[src/rtl/prefix_pkg.sv]
// Shared helpers for the parallel-prefix adder: log2, topology ids, wiring rule.
// Latency: none; constants and elaboration-time functions only.
// Backpressure: not applicable.
package prefix_pkg;

  localparam int TOPO_KOGGE_STONE = 0;
  localparam int TOPO_SKLANSKY    = 1;

  // Smallest n with 2**n >= value; used to size the prefix network.
  function automatic int clog2(input int value);
    int r;
    r = 0;
    for (int i = 0; i < 31; i++) begin
      if ((1 << i) < value) r = i + 1;
    end
    return r;
  endfunction

  // Node that 'node' combines with at prefix 'level', or -1 when it passes through.
  // Kogge-Stone looks back by 2**level; Sklansky reaches to the top node of the
  // lower half of its 2**(level+1) block.
  function automatic int prefix_partner(input int topology, input int level, input int node);
    int span;
    span = 1 << level;
    if (topology == TOPO_SKLANSKY) begin
      if ((node & span) != 0) return (node / (2 * span)) * (2 * span) + span - 1;
    end else begin
      if (node >= span) return node - span;
    end
    return -1;
  endfunction

endpackage

[src/rtl/prefix_level.sv]
// One combinational prefix level: big-circle cells where a partner exists, wires elsewhere.
// Latency: combinational.
// Backpressure: none; stage registering is done by the instantiating adder.
module prefix_level
  import prefix_pkg::*;
#(
  parameter int WIDTH    = 32,
  parameter int TOPOLOGY = TOPO_KOGGE_STONE,
  parameter int LEVEL    = 0
) (
  input  logic [WIDTH-1:0] g_i,
  input  logic [WIDTH-1:0] p_i,
  output logic [WIDTH-1:0] g_o,
  output logic [WIDTH-1:0] p_o
);

  for (genvar i = 0; i < WIDTH; i++) begin : g_node
    localparam int J = prefix_partner(TOPOLOGY, LEVEL, i);
    if (J >= 0) begin : g_combine
      assign g_o[i] = g_i[i] | (p_i[i] & g_i[J]);
      assign p_o[i] = p_i[i] & p_i[J];
    end else begin : g_pass
      assign g_o[i] = g_i[i];
      assign p_o[i] = p_i[i];
    end
  end

endmodule

[src/rtl/pipelined_prefix_adder.sv]
// Pipelined parallel-prefix add/subtract with carry, overflow and zero flags plus a sideband tag.
// Latency: NS = ceil(clog2(WIDTH)/STAGE_LEVELS) cycles from accept to out_valid.
// Backpressure: single global advance (out_ready | ~out_valid); all stages freeze together, bubbles kept.
module pipelined_prefix_adder
  import prefix_pkg::*;
#(
  parameter int WIDTH        = 32,
  parameter int STAGE_LEVELS = 2,
  parameter int TOPOLOGY     = TOPO_KOGGE_STONE,
  parameter int TAG_W        = 4
) (
  input  logic             clk,
  input  logic             rst_n,
  input  logic             in_valid,
  output logic             in_ready,
  input  logic [WIDTH-1:0] a,
  input  logic [WIDTH-1:0] b,
  input  logic             cin,
  input  logic             sub,
  input  logic [TAG_W-1:0] tag_in,
  output logic             out_valid,
  input  logic             out_ready,
  output logic [WIDTH-1:0] sum,
  output logic             cout,
  output logic             ovf,
  output logic             zero,
  output logic [TAG_W-1:0] tag_out
);

  localparam int L  = clog2(WIDTH);
  localparam int NS = (L + STAGE_LEVELS - 1) / STAGE_LEVELS;

  logic adv;

  // Stage inputs: index 0 is the combinational operand prep, 1..NS-1 are stage registers.
  logic [WIDTH-1:0] st_g   [NS];
  logic [WIDTH-1:0] st_p   [NS];
  logic [WIDTH-1:0] st_p0  [NS];
  logic             st_c   [NS];
  logic             st_vld [NS];
  logic [TAG_W-1:0] st_tag [NS];

  // Per-level inputs and outputs of the prefix network.
  logic [WIDTH-1:0] lvl_gi [L];
  logic [WIDTH-1:0] lvl_pi [L];
  logic [WIDTH-1:0] lvl_go [L];
  logic [WIDTH-1:0] lvl_po [L];

  logic [WIDTH-1:0] b_eff, prep_g, prep_p;
  logic             prep_c;

  logic [WIDTH-1:0] carry, sum_d, sum_q;
  logic             cout_d, ovf_d, zero_d;
  logic             cout_q, ovf_q, zero_q, out_valid_q;
  logic [TAG_W-1:0] tag_q;

  // Whole-word group propagate is not needed by the result.
  logic             unused_grp_p;
  assign unused_grp_p = &{1'b0, lvl_po[L-1]};

  assign adv      = out_ready | ~out_valid_q;
  assign in_ready = adv;

  // Operand conditioning: invert B for subtract, force carry-in, fold carry-in into bit 0.
  always_comb begin
    b_eff     = b ^ {WIDTH{sub}};
    prep_c    = sub | cin;
    prep_p    = a ^ b_eff;
    prep_g    = a & b_eff;
    prep_g[0] = prep_g[0] | (prep_p[0] & prep_c);
  end

  assign st_g[0]   = prep_g;
  assign st_p[0]   = prep_p;
  assign st_p0[0]  = prep_p;
  assign st_c[0]   = prep_c;
  assign st_vld[0] = in_valid;
  assign st_tag[0] = tag_in;

  // Levels that open a group read the stage register; the others chain from the level below.
  for (genvar k = 0; k < L; k++) begin : g_lvl
    if (k % STAGE_LEVELS == 0) begin : g_head
      assign lvl_gi[k] = st_g[k / STAGE_LEVELS];
      assign lvl_pi[k] = st_p[k / STAGE_LEVELS];
    end else begin : g_chain
      assign lvl_gi[k] = lvl_go[k-1];
      assign lvl_pi[k] = lvl_po[k-1];
    end

    prefix_level #(
      .WIDTH    (WIDTH),
      .TOPOLOGY (TOPOLOGY),
      .LEVEL    (k)
    ) u_level (
      .g_i (lvl_gi[k]),
      .p_i (lvl_pi[k]),
      .g_o (lvl_go[k]),
      .p_o (lvl_po[k])
    );
  end

  // Pipeline registers between level groups; the last group feeds the output register.
  for (genvar s = 1; s < NS; s++) begin : g_stage
    localparam int SRC = s * STAGE_LEVELS - 1;

    logic [WIDTH-1:0] g_q, p_q, p0_q;
    logic             c_q, vld_q;
    logic [TAG_W-1:0] stag_q;

    // Whole stage moves on adv (bubbles included) and otherwise holds.
    always_ff @(posedge clk or negedge rst_n) begin
      if (!rst_n) begin
        vld_q  <= 1'b0;
        g_q    <= '0;
        p_q    <= '0;
        p0_q   <= '0;
        c_q    <= 1'b0;
        stag_q <= '0;
      end else if (adv) begin
        vld_q  <= st_vld[s-1];
        g_q    <= lvl_go[SRC];
        p_q    <= lvl_po[SRC];
        p0_q   <= st_p0[s-1];
        c_q    <= st_c[s-1];
        stag_q <= st_tag[s-1];
      end
    end

    assign st_g[s]   = g_q;
    assign st_p[s]   = p_q;
    assign st_p0[s]  = p0_q;
    assign st_c[s]   = c_q;
    assign st_vld[s] = vld_q;
    assign st_tag[s] = stag_q;
  end

  // Sum and flags: final group generates are the carries out of each bit position.
  always_comb begin
    carry  = lvl_go[L-1];
    sum_d  = st_p0[NS-1] ^ {carry[WIDTH-2:0], st_c[NS-1]};
    cout_d = carry[WIDTH-1];
    ovf_d  = carry[WIDTH-1] ^ carry[WIDTH-2];
    zero_d = ~|sum_d;
  end

  // Output register: result and flags stay frozen while the consumer stalls.
  always_ff @(posedge clk or negedge rst_n) begin
    if (!rst_n) begin
      out_valid_q <= 1'b0;
      sum_q       <= '0;
      cout_q      <= 1'b0;
      ovf_q       <= 1'b0;
      zero_q      <= 1'b0;
      tag_q       <= '0;
    end else if (adv) begin
      out_valid_q <= st_vld[NS-1];
      sum_q       <= sum_d;
      cout_q      <= cout_d;
      ovf_q       <= ovf_d;
      zero_q      <= zero_d;
      tag_q       <= st_tag[NS-1];
    end
  end

  assign out_valid = out_valid_q;
  assign sum       = sum_q;
  assign cout      = cout_q;
  assign ovf       = ovf_q;
  assign zero      = zero_q;
  assign tag_out   = tag_q;

endmodule

[config.mk]
export PLATFORM = sky130hd
export DESIGN_NAME = pipelined_prefix_adder
export DESIGN_NICKNAME = d
export VERILOG_FILES = /design/src/rtl/prefix_pkg.sv /design/src/rtl/prefix_level.sv /design/src/rtl/pipelined_prefix_adder.sv
export SDC_FILE = /design/constraint.sdc
export NUM_CORES = 1
export LEC_CHECK = 0
export CAP_MARGIN = 15
export CORE_MARGIN = 1
export CORE_UTILIZATION = 44
export DETAILED_ROUTE_END_ITERATION = 16
export HOLD_SLACK_MARGIN = 0.05
export PLACE_DENSITY = 0.64
export SLEW_MARGIN = 10
export SYNTH_ARGS = -nofsm -noshare
export SYNTH_HDL_FRONTEND = slang
export SYNTH_HIERARCHICAL = 1
export SYNTH_SLANG_ARGS = --single-unit
[constraint.sdc]
create_clock -name clk -period 2.65 [get_ports clk]
set_input_delay 0.6625 -clock clk [delete_from_list [all_inputs] [get_ports clk]]
set_output_delay 0.6625 -clock clk [all_outputs]
set_load 0.05 [all_outputs]
==> summary.md <==
| Metric | Value |
|---|---|
| Max Cap Viol | `0` |
| Comb power frac | `0.368` |
| Required @ worst endpoint | `~2.0 ns` |
| I/O Pins | `about 120` |
| Status | `finished clean` |
| Clock latency on the worst-skew pair | `0.51 ns` |
| Total wire length | `26,300 µm` |
| Final-report max-slew violation count | `0` |
| Hold_buf cts | `0` |
| Syn. warnings | `6` |
| RSZ-0062 raised after global routing | `no` |
| Slowest CP cell | `clkdlybuf4s50_1` |
| Crit path max fanout | `2` |
| Port bufs | `between 100 and 150` |
| Post-Syn Nets | `roughly 1,400` |
| Total grt overflow | `0` |
| FMAX | `approximately 420 MHz` |
| Crit path depth | `1` |
| Dpl hpwl | `19,200 µm` |
| TritonCTS buffer count | `24` |
| H-tree Lvls | `1` |
| Cell Rows | `58` |
| Number of global-route vias before repair | `between 8,000 and 9,000` |
| Drt first pass iters | `5` |
| Nets@finish | `1,459` |
| Post-Syn Instances | `roughly 1,300` |
| Design area | `0.0133 mm²` |
| First-pass GRT wire length | `between 40,000 and 50,000 µm` |
| Mapped cell area | `~0.011 mm²` |
| Switching share of power | `0.389` |
| Root Buffer | `clkbuf_16` |
| DRT antenna net count | `0` |
| DRC Markers | `0` |
| Crit path DAT | `1.70 ns` |
| DIE AREA | `between 0.02 and 0.03 mm²` |
| Pwr dens | `about 1000 mW/mm²` |
| Psw | `0.00537 W` |
| Clock sinks | `~220` |
| Worst Path Buf+Inv | `1` |
| Clock share of power | `0.244` |
| Largest net degree at the start of global routing | `~120` |
| Vias per cell | `between 4 and 5` |
| GRT Total Usage | `0.206` |
| Setup-failing EPs final | `0` |
| WL per Instance | `roughly 15 µm` |
| Post-CTS Resized | `0` |
| Setup tns final | `0 ns` |
| Pwr Total | `~0.014 W` |
| Top cell family by delay on the critical path | `buffers and inverters` |
| Antenna violations before repair | `0` |
| Worst Setup Path Type | `register to primary output` |
| Pint | `roughly 0.0084 W` |
| Setup bufs post-CTS | `0` |
| Min Hold Slack | `roughly 0.16 ns` |
| Relative slew slack | `0.553` |
| Clk slew on worst S/H paths | `0.06 ns` |
| CP cell instances | `clkdlybuf4s50_1` |
| TritonCTS clock tree | `done` |
| Initial Util | `0.447` |
| Layout Skew | `about 0.010 ns` |
| Max IR drop VDD | `around 900 µV` |
| Fin crit period | `about 2.4 ns` |
| Cell Count Post-Placement | `between 1,500 and 2,000` |
| Crit path from | `sum[27]` |
| N_diodes | `0` |
| Total number of vias | `8,377` |
| Crit-path max cell delay | `between 0.8 and 0.9 ns` |
| Final period utilization | `0.891` |
| Worst R2R Start | `g_stage[2].g_q[4]` |
| Startpoint Class | `register` |
| Routability cong. | `0.852` |
| Register-to-Register Path Depth | `5` |
| Avg Inst Size Synth | `8.76 µm²` |
| Post-DP Area | `0.0125 mm²` |
| Post-route insts no fill | `1,698` |
| Die W | `between 150 and 200 µm` |
| Critical path endpoint category | `primary output` |
| Final Hold Vio Count | `0` |
| Area delta synth->final | `17.6%` |
| Worst min-delay path category | `primary input to asynchronous set/reset pin` |
| Share of cells above drive strength 1 | `0.0519` |
| Lkg Pwr | `7.26 nW` |
| Initial drt markers | `560` |
| Die H | `between 150 and 200 µm` |
| CTS Buffer Depth | `3` |
| Seq pwr share | `0.388` |
| Core area | `around 0.025 mm²` |
| Slew @ Worst Pin | `around 0.67 ns` |
[power groups by stage]
stage | sequential (W) | clock (W) | combinational, W
after floorplan | 0.00617 | 0 | 0.00280
after global placement | 0.00539 | 0 | 0.00504
after detailed placement | 0.00543 | 0 | 0.00509
after CTS | 0.00537 | 0.00343 | 0.00512
after global routing | 0.00549 | 0.00357 | 0.00559
final | 0.00536 | 0.00337 | 0.00509
[cell type report]
cell class / count / area, µm²
repair buffers: 129 / 1330
clock inverters: 6 / 83.8
flip-flops and latches: 224 / 5610
fillers: 2401 / 11900
clock buffers: 35 / 713
well taps: 330 / 413
inverters: 1 / 8.76
multi-input cells: 973 / 5100
[cells in the final DEF (no fill, tap or decap), types with 7 or more instances in the layout]
| master | n |
|---|---|
| xor2_1 | 32 |
| xnor2_1 | 32 |
| clkdlybuf4s50_1 | 111 |
| ha_1 | 32 |
| a21oi_1 | 31 |
| and2_1 | 84 |
| nor2_1 | 34 |
| clkbuf_16 | 25 |
| dfrtp_1 | 224 |
| nand4_1 | 7 |
| a21o_1 | 129 |
| nand2_1 | 566 |
| and2_2 | 14 |
| buf_4 | 10 |
[flip-flops by register name, summed over array words and instances, names as in the netlist]
signal	count
cout	1
g_stage.c_q	2
g_stage.g_q	64
g_stage.p0_q	64
g_stage.p_q	44
g_stage.stag_q	8
g_stage.vld_q	2
out_valid	1
ovf	1
sum	32
tag_out	4
zero	1
[metrics by stage]
stage                     worst slack, ns  utilization
after floorplan                     0.613            -
after global placement              0.199        0.495
after detailed placement            0.165        0.495
after CTS                           0.267        0.526
after global routing                0.249        0.526
final                               0.289        0.526
[per-layer routing]
layer / vias to the layer above / part of all wire / track usage
li1: 4184 / - / -
met1: 3995 / 0.50 / 0.311
met4: 0 / 0.015 / 0.0425
met3: 33 / 0.044 / 0.0260
met2: 165 / 0.44 / 0.318
met5: - / 0 / 0
[worst paths after layout]
check | slack, ns | end
max | 0.29 | sum[27]
min | 0.16 | tag_out[1]
max reg2reg | 0.95 | zero
min reg2reg | 0.46 | g_stage[1].p0_q[3]
max in group asynchronous | 1.78 | g_stage[2].g_q[26]
min in group clk | 0.46 | g_stage[1].p0_q[3]
Power figures use the tool's default switching activity.
